--- src/rtl/lsu_dccm_stbuf_if.sv ---
// Store-commit channel between the DC4 commit stage and the DCCM store buffer.
//   st_valid : committed store offered (master -> slave)
//   st_ready : buffer can accept this cycle (slave -> master)
//   st_addr  : store byte address; the low three bits are ignored
//   st_data  : full merged doubleword
// master = commit stage, slave = store buffer.
interface lsu_dccm_stbuf_if #(
    parameter int ADDR_W = 16,
    parameter int DATA_W = 64
);
    logic              st_valid;
    logic              st_ready;
    logic [ADDR_W-1:0] st_addr;
    logic [DATA_W-1:0] st_data;

    modport master (output st_valid, st_addr, st_data, input st_ready);
    modport slave  (input st_valid, st_addr, st_data, output st_ready);
endinterface

--- src/rtl/lsu_dccm_stbuf.sv ---
// Committed-store buffer in front of the DCCM write port.
// Holds retired doubleword stores in a small circular FIFO and drains one per
// cycle whenever the head entry's bank is not being read by the DC1 load.
// A store to the same doubleword as the youngest entry coalesces into it.
// DC1 loads are checked against all buffered stores for forwarding.
//
// Optional feature macro: LSU_STBUF_FWD_EN
//   defined   : fwd_hit_*/fwd_data_* return the youngest matching store, rd_hazard = 0
//   undefined : fwd_* tied 0 (no data mux); rd_hazard flags any match so the pipe stalls
//
// Ports:
//   clk, rst_l           clock, asynchronous active-low reset
//   lsu_freeze_dc3       blocks the drain
//   st (slave)           store-commit channel (st_valid/st_ready/st_addr/st_data)
//   ld_rden_dc1          load pipe reading DCCM this cycle
//   ld_addr_lo/hi_dc1    load lo/hi bank addresses
//   dccm_wren/_wr_addr/_wr_data  DCCM write port (head entry)
//   fwd_hit_lo/hi, fwd_data_lo/hi  forwarding results, qualified by ld_rden_dc1
//   rd_hazard            match present while forwarding is not built
//   stbuf_empty          no buffered stores
module lsu_dccm_stbuf #(
    parameter int DEPTH     = 4,
    parameter int ADDR_W    = 16,
    parameter int DATA_W    = 64,
    parameter int BANK_BITS = 3
) (
    input  logic               clk,
    input  logic               rst_l,
    input  logic               lsu_freeze_dc3,
    lsu_dccm_stbuf_if.slave    st,
    input  logic               ld_rden_dc1,
    input  logic [ADDR_W-1:0]  ld_addr_lo_dc1,
    input  logic [ADDR_W-1:0]  ld_addr_hi_dc1,
    output logic               dccm_wren,
    output logic [ADDR_W-1:0]  dccm_wr_addr,
    output logic [DATA_W-1:0]  dccm_wr_data,
    output logic               fwd_hit_lo,
    output logic               fwd_hit_hi,
    output logic [DATA_W-1:0]  fwd_data_lo,
    output logic [DATA_W-1:0]  fwd_data_hi,
    output logic               rd_hazard,
    output logic               stbuf_empty
);
    localparam int PTR_W = $clog2(DEPTH);
    localparam int DW_W  = ADDR_W - 3;

    typedef struct packed {
        logic [DW_W-1:0]   dw;
        logic [DATA_W-1:0] data;
    } entry_t;

    entry_t [DEPTH-1:0] ent_q;
    logic   [DEPTH-1:0] valid_q;
    logic   [PTR_W-1:0] head_q, tail_q, young;
    logic   [PTR_W:0]   count_q;

    logic push, pop, coalesce, push_new, conflict;
    logic [BANK_BITS-1:0] wr_bank;
    logic [DEPTH-1:0] match_lo, match_hi;

    logic unused_addr_bits;
    assign unused_addr_bits = ^{st.st_addr[2:0], ld_addr_lo_dc1[2:0], ld_addr_hi_dc1[2:0]};

    assign st.st_ready = (count_q != (PTR_W+1)'(DEPTH));
    assign stbuf_empty = (count_q == '0);

    // Drain: head entry goes out unless frozen or its bank is being read.
    assign wr_bank      = ent_q[head_q].dw[BANK_BITS-1:0];
    assign conflict     = ld_rden_dc1 & ((wr_bank == ld_addr_lo_dc1[3 +: BANK_BITS]) |
                                         (wr_bank == ld_addr_hi_dc1[3 +: BANK_BITS]));
    assign dccm_wren    = valid_q[head_q] & ~lsu_freeze_dc3 & ~conflict;
    assign dccm_wr_addr = {ent_q[head_q].dw, 3'b000};
    assign dccm_wr_data = ent_q[head_q].data;
    assign pop          = dccm_wren;

    // Coalesce into the youngest entry, unless that entry is leaving this cycle
    // (then the store must take a fresh slot so it is not lost).
    assign push     = st.st_valid & st.st_ready;
    assign young    = tail_q - PTR_W'(1);
    assign coalesce = push & valid_q[young] & (ent_q[young].dw == st.st_addr[ADDR_W-1:3]) &
                      ~(pop & (head_q == young));
    assign push_new = push & ~coalesce;

    always_ff @(posedge clk or negedge rst_l) begin
        if (!rst_l) begin
            valid_q <= '0;
            head_q  <= '0;
            tail_q  <= '0;
            count_q <= '0;
        end else begin
            if (pop) begin
                valid_q[head_q] <= 1'b0;
                head_q          <= head_q + PTR_W'(1);
            end
            if (push_new) begin
                valid_q[tail_q] <= 1'b1;
                tail_q          <= tail_q + PTR_W'(1);
            end
            count_q <= count_q + (PTR_W+1)'(push_new) - (PTR_W+1)'(pop);
        end
    end

    // Payload needs no reset; valid bits qualify it.
    always_ff @(posedge clk) begin
        if (push_new)
            ent_q[tail_q] <= {st.st_addr[ADDR_W-1:3], st.st_data};
        else if (coalesce)
            ent_q[young].data <= st.st_data;
    end

    always_comb begin
        match_lo = '0;
        match_hi = '0;
        for (int i = 0; i < DEPTH; i++) begin
            match_lo[i] = valid_q[i] & (ent_q[i].dw == ld_addr_lo_dc1[ADDR_W-1:3]);
            match_hi[i] = valid_q[i] & (ent_q[i].dw == ld_addr_hi_dc1[ADDR_W-1:3]);
        end
    end

`ifdef LSU_STBUF_FWD_EN
    logic [PTR_W-1:0]  idx;
    logic              sel_hit_lo, sel_hit_hi;
    logic [DATA_W-1:0] sel_data_lo, sel_data_hi;

    // Walk oldest to youngest from head; a later match overrides, so the
    // youngest matching store wins. Invalid slots are skipped by match_*.
    always_comb begin
        sel_hit_lo  = 1'b0;
        sel_hit_hi  = 1'b0;
        sel_data_lo = '0;
        sel_data_hi = '0;
        idx         = head_q;
        for (int i = 0; i < DEPTH; i++) begin
            idx = head_q + PTR_W'(i);
            if (match_lo[idx]) begin
                sel_hit_lo  = 1'b1;
                sel_data_lo = ent_q[idx].data;
            end
            if (match_hi[idx]) begin
                sel_hit_hi  = 1'b1;
                sel_data_hi = ent_q[idx].data;
            end
        end
    end

    assign fwd_hit_lo  = ld_rden_dc1 & sel_hit_lo;
    assign fwd_hit_hi  = ld_rden_dc1 & sel_hit_hi;
    assign fwd_data_lo = ld_rden_dc1 ? sel_data_lo : '0;
    assign fwd_data_hi = ld_rden_dc1 ? sel_data_hi : '0;
    assign rd_hazard   = 1'b0;
`else
    assign fwd_hit_lo  = 1'b0;
    assign fwd_hit_hi  = 1'b0;
    assign fwd_data_lo = '0;
    assign fwd_data_hi = '0;
    assign rd_hazard   = ld_rden_dc1 & ((|match_lo) | (|match_hi));
`endif
endmodule

--- src/flat_wrapper.sv ---
// flat-port wrapper written by rule: the top's interface ports become plain ports
module lsu_dccm_stbuf_flat 
#(
    parameter int DEPTH     = 4,
    parameter int ADDR_W    = 16,
    parameter int DATA_W    = 64,
    parameter int BANK_BITS = 3
)
  (clk, rst_l, lsu_freeze_dc3, ld_rden_dc1, ld_addr_lo_dc1, ld_addr_hi_dc1, dccm_wren, dccm_wr_addr, dccm_wr_data, fwd_hit_lo, fwd_hit_hi, fwd_data_lo, fwd_data_hi, rd_hazard, stbuf_empty, st_st_valid, st_st_addr, st_st_data, st_st_ready);
  lsu_dccm_stbuf_if #(.ADDR_W(ADDR_W), .DATA_W(DATA_W)) st_i ();
  input  logic clk;
  input  logic rst_l;
  input  logic lsu_freeze_dc3;
  input  logic ld_rden_dc1;
  input  logic [ADDR_W-1:0] ld_addr_lo_dc1;
  input  logic [ADDR_W-1:0] ld_addr_hi_dc1;
  output logic dccm_wren;
  output logic [ADDR_W-1:0] dccm_wr_addr;
  output logic [DATA_W-1:0] dccm_wr_data;
  output logic fwd_hit_lo;
  output logic fwd_hit_hi;
  output logic [DATA_W-1:0] fwd_data_lo;
  output logic [DATA_W-1:0] fwd_data_hi;
  output logic rd_hazard;
  output logic stbuf_empty;
  input wire logic [$bits(st_i.st_valid)-1:0] st_st_valid;
  input wire logic [$bits(st_i.st_addr)-1:0] st_st_addr;
  input wire logic [$bits(st_i.st_data)-1:0] st_st_data;
  output wire logic [$bits(st_i.st_ready)-1:0] st_st_ready;
  assign st_i.st_valid = st_st_valid;
  assign st_i.st_addr = st_st_addr;
  assign st_i.st_data = st_st_data;
  assign st_st_ready = st_i.st_ready;
  lsu_dccm_stbuf #(.DEPTH(DEPTH), .ADDR_W(ADDR_W), .DATA_W(DATA_W), .BANK_BITS(BANK_BITS)) u_core (.clk(clk), .rst_l(rst_l), .lsu_freeze_dc3(lsu_freeze_dc3), .st(st_i), .ld_rden_dc1(ld_rden_dc1), .ld_addr_lo_dc1(ld_addr_lo_dc1), .ld_addr_hi_dc1(ld_addr_hi_dc1), .dccm_wren(dccm_wren), .dccm_wr_addr(dccm_wr_addr), .dccm_wr_data(dccm_wr_data), .fwd_hit_lo(fwd_hit_lo), .fwd_hit_hi(fwd_hit_hi), .fwd_data_lo(fwd_data_lo), .fwd_data_hi(fwd_data_hi), .rd_hazard(rd_hazard), .stbuf_empty(stbuf_empty));
endmodule
--- config.mk ---
export PLATFORM = sky130hd
export DESIGN_NAME = lsu_dccm_stbuf_flat
export DESIGN_NICKNAME = d
export VERILOG_FILES = /design/src/rtl/lsu_dccm_stbuf_if.sv /design/src/rtl/lsu_dccm_stbuf.sv /design/src/flat_wrapper.sv
export SDC_FILE = /design/constraint.sdc
export NUM_CORES = 1
export LEC_CHECK = 0
export BUFFER_PORTS_ARGS = -buffer_cell sky130_fd_sc_hd__buf_4
export CELL_PAD_IN_SITES_DETAIL_PLACEMENT = 1
export CELL_PAD_IN_SITES_GLOBAL_PLACEMENT = 1
export CORE_MARGIN = 5
export CORE_UTILIZATION = 41
export DETAILED_ROUTE_END_ITERATION = 10
export PLACE_DENSITY_LB_ADDON = 0.1
export SLEW_MARGIN = 25
export SYNTH_ARGS = -nofsm -noshare
export SYNTH_HDL_FRONTEND = slang
export SYNTH_SLANG_ARGS = --single-unit
--- constraint.sdc ---
create_clock -name clk -period 5.5 [get_ports clk]
set_input_delay 1.1 -clock clk [delete_from_list [all_inputs] [get_ports clk]]
set_output_delay 1.1 -clock clk [all_outputs]
set_load 0.1 [all_outputs]
Word level (Yosys, flattened, before mapping)
Index checks and enable logic that the tools add are counted.

Reductions and logical operators: 7. $lt $le $gt $ge: 6. Bitwise operators: 27. Add/sub/neg operators: 5. Eq/ne operators: 13. Muxes and demuxes: 22.

Operators by type and width (number): 308-bit bitwise mux (2); 308-bit 2-to-1 mux (2); 77-bit binary-select mux with 2-bit select (2); 77-bit demux with 2-bit select (2); 77-bit 2-to-1 mux (3); 13-bit equality test (9); 64-bit 2-to-1 mux (1); 1-bit bitwise AND (18); 2-bit by 3-bit < comparator with 1-bit output, second input constant (3); 4-bit 2-to-1 mux (2); 4-bit OR reduction (2); 3-bit equality test (2); 2-bit by 1-bit greater-or-equal comparator with 1-bit output, second input constant (3); 2-bit by 1-bit adder with 2-bit output, second input constant (2); 4-bit bitwise AND (1); 1-bit binary-select mux with 2-bit select (2); 1-bit demux with 2-bit select (2); 1-bit 2-to-1 mux (4); 1-bit NOT (4); 4-bit NOT (1); 4-bit bitwise OR (1); 3-bit by 1-bit adder with 3-bit output (1); 1-bit logical AND (3); 3-bit zero test (1); 6 further kinds (7).

Bits in registers: 319. Output and inout bits: 214. Bits of input ports: 117.

Depth between registers and ports, before layout
Word-level depth: 14. Depth in mapped cells: 18. Mapped depth without buffers: 14.

Least setup slack after synthesis
OpenSTA, ideal clock, no wires.

Path type: register to register. Start: register u_core.tail_q[0]. End: register u_core.ent_q[231] (netlist name), enable pin. Setup slack: -0.605 ns. Required time: 5.014 ns. Arrival time: 5.618 ns. Stages on the path, launching flop included: 13. Setup time: 0.486 ns. Buffers on the path: 3. Clock period less this slack: 6.105 ns. Cells stage by stage: dfrtp_1 buf_4 inv_1 ha_1 buf_2 mux4_2 xnor2_1 nand4_1 or4_4 nor3_4 buf_6 mux2i_1 nor2_1.

Cells in the longest elaborated chain, start to end: 9. Elaborated cells between the ends (all ways): 15. Classes of those cells: add/sub (1); eq/ne (2); mux (4); bitwise (7); reduce/logical (1).

Ends and longest elaborated chain: start, declared (RTL line lsu_dccm_stbuf.sv:54) `logic [PTR_W-1:0] head_q, tail_q, young;`; start signal, assigned (RTL line lsu_dccm_stbuf.sv:97) `tail_q <= tail_q + PTR_W'(1);`; 2-bit by 1-bit subtractor with 2-bit output * (RTL line lsu_dccm_stbuf.sv:79) `assign young = tail_q - PTR_W'(1);`; net u_core.young[0] (RTL line lsu_dccm_stbuf.sv:54); 77-bit binary-select mux with 2-bit select / 1-bit binary-select mux with 2-bit select (equally long branches) (RTL line lsu_dccm_stbuf.sv:80) `assign coalesce = push & valid_q[young] & (ent_q[young].dw == st.st_addr[ADDR_W-1:3]) &`; 77-bit 2-to-1 mux (implied by the code) / 1-bit 2-to-1 mux (equally long branches) (RTL line lsu_dccm_stbuf.sv:80); 13-bit equality test / 1-bit bitwise AND (equally long branches) (RTL line lsu_dccm_stbuf.sv:80); 1-bit bitwise AND (RTL line lsu_dccm_stbuf.sv:80); 1-bit bitwise AND * (RTL line lsu_dccm_stbuf.sv:80); 1-bit NOT (RTL line lsu_dccm_stbuf.sv:82) `assign push_new = push & ~coalesce;`; 1-bit bitwise AND (RTL line lsu_dccm_stbuf.sv:82); 2-bit nonzero test (no source line) *; end signal, assigned by index (RTL line lsu_dccm_stbuf.sv:106) `ent_q[tail_q] <= {st.st_addr[ADDR_W-1:3], st.st_data};`; end, declared (RTL line lsu_dccm_stbuf.sv:52) `entry_t [DEPTH-1:0] ent_q;`.

The timed path passes the listed nets; every way through them passes the cells marked *. The select of a mux whose other input is x is not followed. A chain may end at the register's enable or synchronous reset.

Final worst setup path
Start: register u_core.head_q[1]. End: output dccm_wren.

Cells in the longest elaborated chain, start to end: 7. Elaborated cells between the ends (all ways): 11. Classes of those cells: eq/ne (2); mux (4); bitwise (5).

Ends and longest elaborated chain: start, declared (RTL line lsu_dccm_stbuf.sv:54); start signal, assigned (RTL line lsu_dccm_stbuf.sv:93) `head_q <= head_q + PTR_W'(1);`; 77-bit binary-select mux with 2-bit select (RTL line lsu_dccm_stbuf.sv:68) `assign wr_bank = ent_q[head_q].dw[BANK_BITS-1:0];`; 77-bit 2-to-1 mux; 3-bit equality test, on equally long branches (RTL line lsu_dccm_stbuf.sv:69, lsu_dccm_stbuf.sv:70); 1-bit bitwise OR (RTL line lsu_dccm_stbuf.sv:69) `assign conflict = ld_rden_dc1 & ((wr_bank == ld_addr_lo_dc1[3 +: BANK_BITS]) |`; 1-bit bitwise AND (RTL line lsu_dccm_stbuf.sv:69); 1-bit NOT (RTL line lsu_dccm_stbuf.sv:71) `assign dccm_wren = valid_q[head_q] & ~lsu_freeze_dc3 & ~conflict;`; 1-bit bitwise AND * (RTL line lsu_dccm_stbuf.sv:71); end, declared (RTL line flat_wrapper.sv:17) `output logic dccm_wren;`.

Mark *: on every way between the ends. The rest lies on a longest branch, timed or not. The select of a mux whose other input is x is not followed.

==> reports/metrics.cfg <==
[outcome]
status=finished, final reports clean

[placement]
gp_congestion=0.8333
hpwlAfterDp_um=28370
port_buffers=188

[cells_and_area]
nFillCells=4111
seq_area_um2=9532
utilization=0.4826
nets=1497
drive_above_1_share=0.2620
synthToLayoutAreaGrowth_pct=16.91
multi_input_area_um2=6502

[global_routing]
antenna_found_initial=2
grtUsageMet2=0.3186
grtUsageTotal=0.1894
grt_max_degree=62
grt_use_met1=0.2494
busiest_layer=met2
grt.overflow.total=0
use_met3=0.04441
grt_first_pass_wirelength_um=63910
grt_pass1_vias=10190

[route]
drtIter0Drc=473
route.detailed.drc=0
detail_route.wl_per_cell_um=22.42
wl_um=43190
antenna_left=0
viasPerCell=4.897
dr.pass1.iters=4
vias=9432

[sta]
period_minus_slack_ps=4451
tightestPinTransition_ps=931.9
min_period_over_period=0.8093
finalHoldViolations=0
tns_ps=0
drv_slew=0
maxSlewHeadroom=0.3787
setup_viol=0
finClkSkew_ps=12.93
rsz0062_at_grt=false
timing.fmax_ghz=0.2247

[clocking]
clk_latency_ps=550
htreeDepth=2
clockBufferDepth=3
cts_tree=done
cts.sinks=319
cts.hold.buffers_added=0
post-cts-setup-buffer-count=0
clk_pin_slew_ps=60
ctsResizeCount=0
cts-root-buf=clkbuf_16
numCtsBuffers=38

[synthesis]
synth.distinct_cells=40
syn_inst=1179
synth_seq_cells=319
muxShareOfSynthArea=0.1236
netlist_area_um2=16820
synth_top_family_by_area=simple AND/OR/NAND/NOR gates
synth-seq-area-share=0.5664
synthAdderAreaFrac=0.009375
yosys.area_share.simple=0.1400
synth_top_area_cell=edfxtp_1
syn_avg_cell_area_um2=14.26
synth.top_cell.area_share=0.5500
synth-xor-area-share=0.07083
yosys_warnings=0
yosys-top-cells-area=edfxtp_1 (55%), mux4_2 (12%), and2_1 (11%)
synth-compound-area-share=0.009598

[floorplanning]
start_util=0.4128
core_area_um2=40740
rows=74
dieHeight_um=212.5
ios=331
die_x_um=212.5
dieArea_um2=45160

[worst_setup_path]
crit_required_ps=4400
end_kind=output pin
path_class=reg2out
worst_ep_arrival_time_ps=3350
startpoint_type=register
crit_path_max_fanout=26

[flow_run]
drv_cap=0

[min_path]
hold_class=in2async

[area by class of cell]
type                       count  share of cell area
tap                          532             0.03386
antenna                        1           0.0001273
sequential                   319              0.4849
multi-input combinational    784              0.3308
timing repair buffer         215             0.08961
clock inverter                16            0.007319
inverter                      10            0.001909
clock buffer                  49             0.05155
[flip-flops by register name (all words and copies together), names as in the netlist]
signal	count
u_core.count_q	3
u_core.ent_q	308
u_core.head_q	2
u_core.tail_q	2
u_core.valid_q	4
[cells by family (layout without fill, tap and decap cells)]
family / Yosys count / in the layout
AND/OR/NAND/NOR: 384 / 384
flip-flops: 319 / 319
buffers and inverters: 208 / 290
XOR/XNOR: 136 / 136
multiplexers: 100 / 100
AO/OA/AOI/OAI: 19 / 19
adder cells (fa/ha/maj): 12 / 12
other: 1 / 134
[cells in the mapped netlist]
cell / instances
a21o_1: 4
a41oi_1: 1
and2_1: 309
and3_1: 1
and3b_1: 1
buf_1: 10
buf_2: 7
buf_4: 134
buf_6: 7
clkbuf_1: 40
conb_1: 1
dfrtp_1: 11
edfxtp_1: 308
fa_1: 1
ha_1: 11
inv_1: 10
mux2_2: 1
mux2i_1: 13
mux4_2: 86
nand2_1: 17
nand2b_1: 1
nand3_1: 2
nand3b_1: 1
nand4_1: 18
nor2_1: 9
nor2b_1: 2
nor3_1: 1
nor3_4: 1
nor4_1: 19
o2111ai_1: 1
o211ai_1: 2
o21a_1: 1
o21ai_0: 5
o22ai_2: 3
o22ai_4: 1
o41ai_1: 1
or3b_2: 1
or4_4: 1
xnor2_1: 82
xor2_1: 54
[final timing paths]
check,startpoint,end,slack (ps),cells after the start
worst max register to register,u_core.tail_q[0]$_DFFE_PN0N_,u_core.ent_q[3]$_DFFE_PP_,1140,10
worst max-delay path,u_core.head_q[1]$_DFFE_PN0N_,dccm_wren,1050,5
max in group asynchronous,rst_l,u_core.head_q[1]$_DFFE_PN0N_,4940,1
worst min-delay path,rst_l,u_core.head_q[0]$_DFFE_PN0N_,390,1
min in group clk,u_core.valid_q[0]$_DFF_PN0_,u_core.valid_q[0]$_DFF_PN0_,550,1
worst min register to register,u_core.valid_q[0]$_DFF_PN0_,u_core.valid_q[0]$_DFF_PN0_,550,1
[per-stage QoR]
step	hold WS [ps]	instances	worst slack, ps	instance area, um2
after floorplan	482.0	1311	469.1	17320
after global routing	376.5	1925	809.9	19660
after global placement	536.2	1857	1066	18430
after CTS	366.9	1923	943.5	19610
final	388.9	1926	1049	19660
after detailed placement	548.2	1858	1029	18460
[cell usage in the layout, fill, tap and decap left out, types with 2 or more instances in the layout]
| master | instances |
|---|---|
| clkbuf_16 | 39 |
| o211ai_1 | 2 |
| mux4_2 | 86 |
| buf_16 | 2 |
| clkbuf_1 | 10 |
| nor2_4 | 4 |
| xor2_1 | 54 |
| o21ai_0 | 5 |
| clkinv_1 | 8 |
| conb_1 | 133 |
| dfrtp_4 | 2 |
| nor2b_1 | 2 |
| bufinv_16 | 2 |
| buf_12 | 8 |
| a21o_1 | 4 |
| nor2_1 | 2 |
| nand2_1 | 17 |
| xnor2_1 | 82 |
| buf_4 | 204 |
| ha_1 | 11 |
| nand4_1 | 18 |
| o22ai_4 | 4 |
| nor4_1 | 19 |
| and2_1 | 309 |
| edfxtp_1 | 308 |
| nand3_1 | 2 |
| inv_1 | 10 |
| dfrtp_1 | 9 |
| clkinvlp_4 | 2 |
| clkinv_2 | 2 |
| nor2_2 | 3 |
| mux2i_1 | 13 |
[layer usage]
metal	part of all wire	vias up
met3	0.068	52
met1	0.42	4820
met2	0.49	232
met4	0.020	2
li1	-	4326
met5	0.00023	-
[critical path, stage by stage, from the launching register on]
cell	delay (ps)
dfrtp_4	770
mux4_2	640
xor2_1	260
o41ai_1	120
nor2b_1	570
buf_4	410
Power is not shown: default switching activity piles up to over one toggle a cycle in this logic, so the estimate is an artifact.
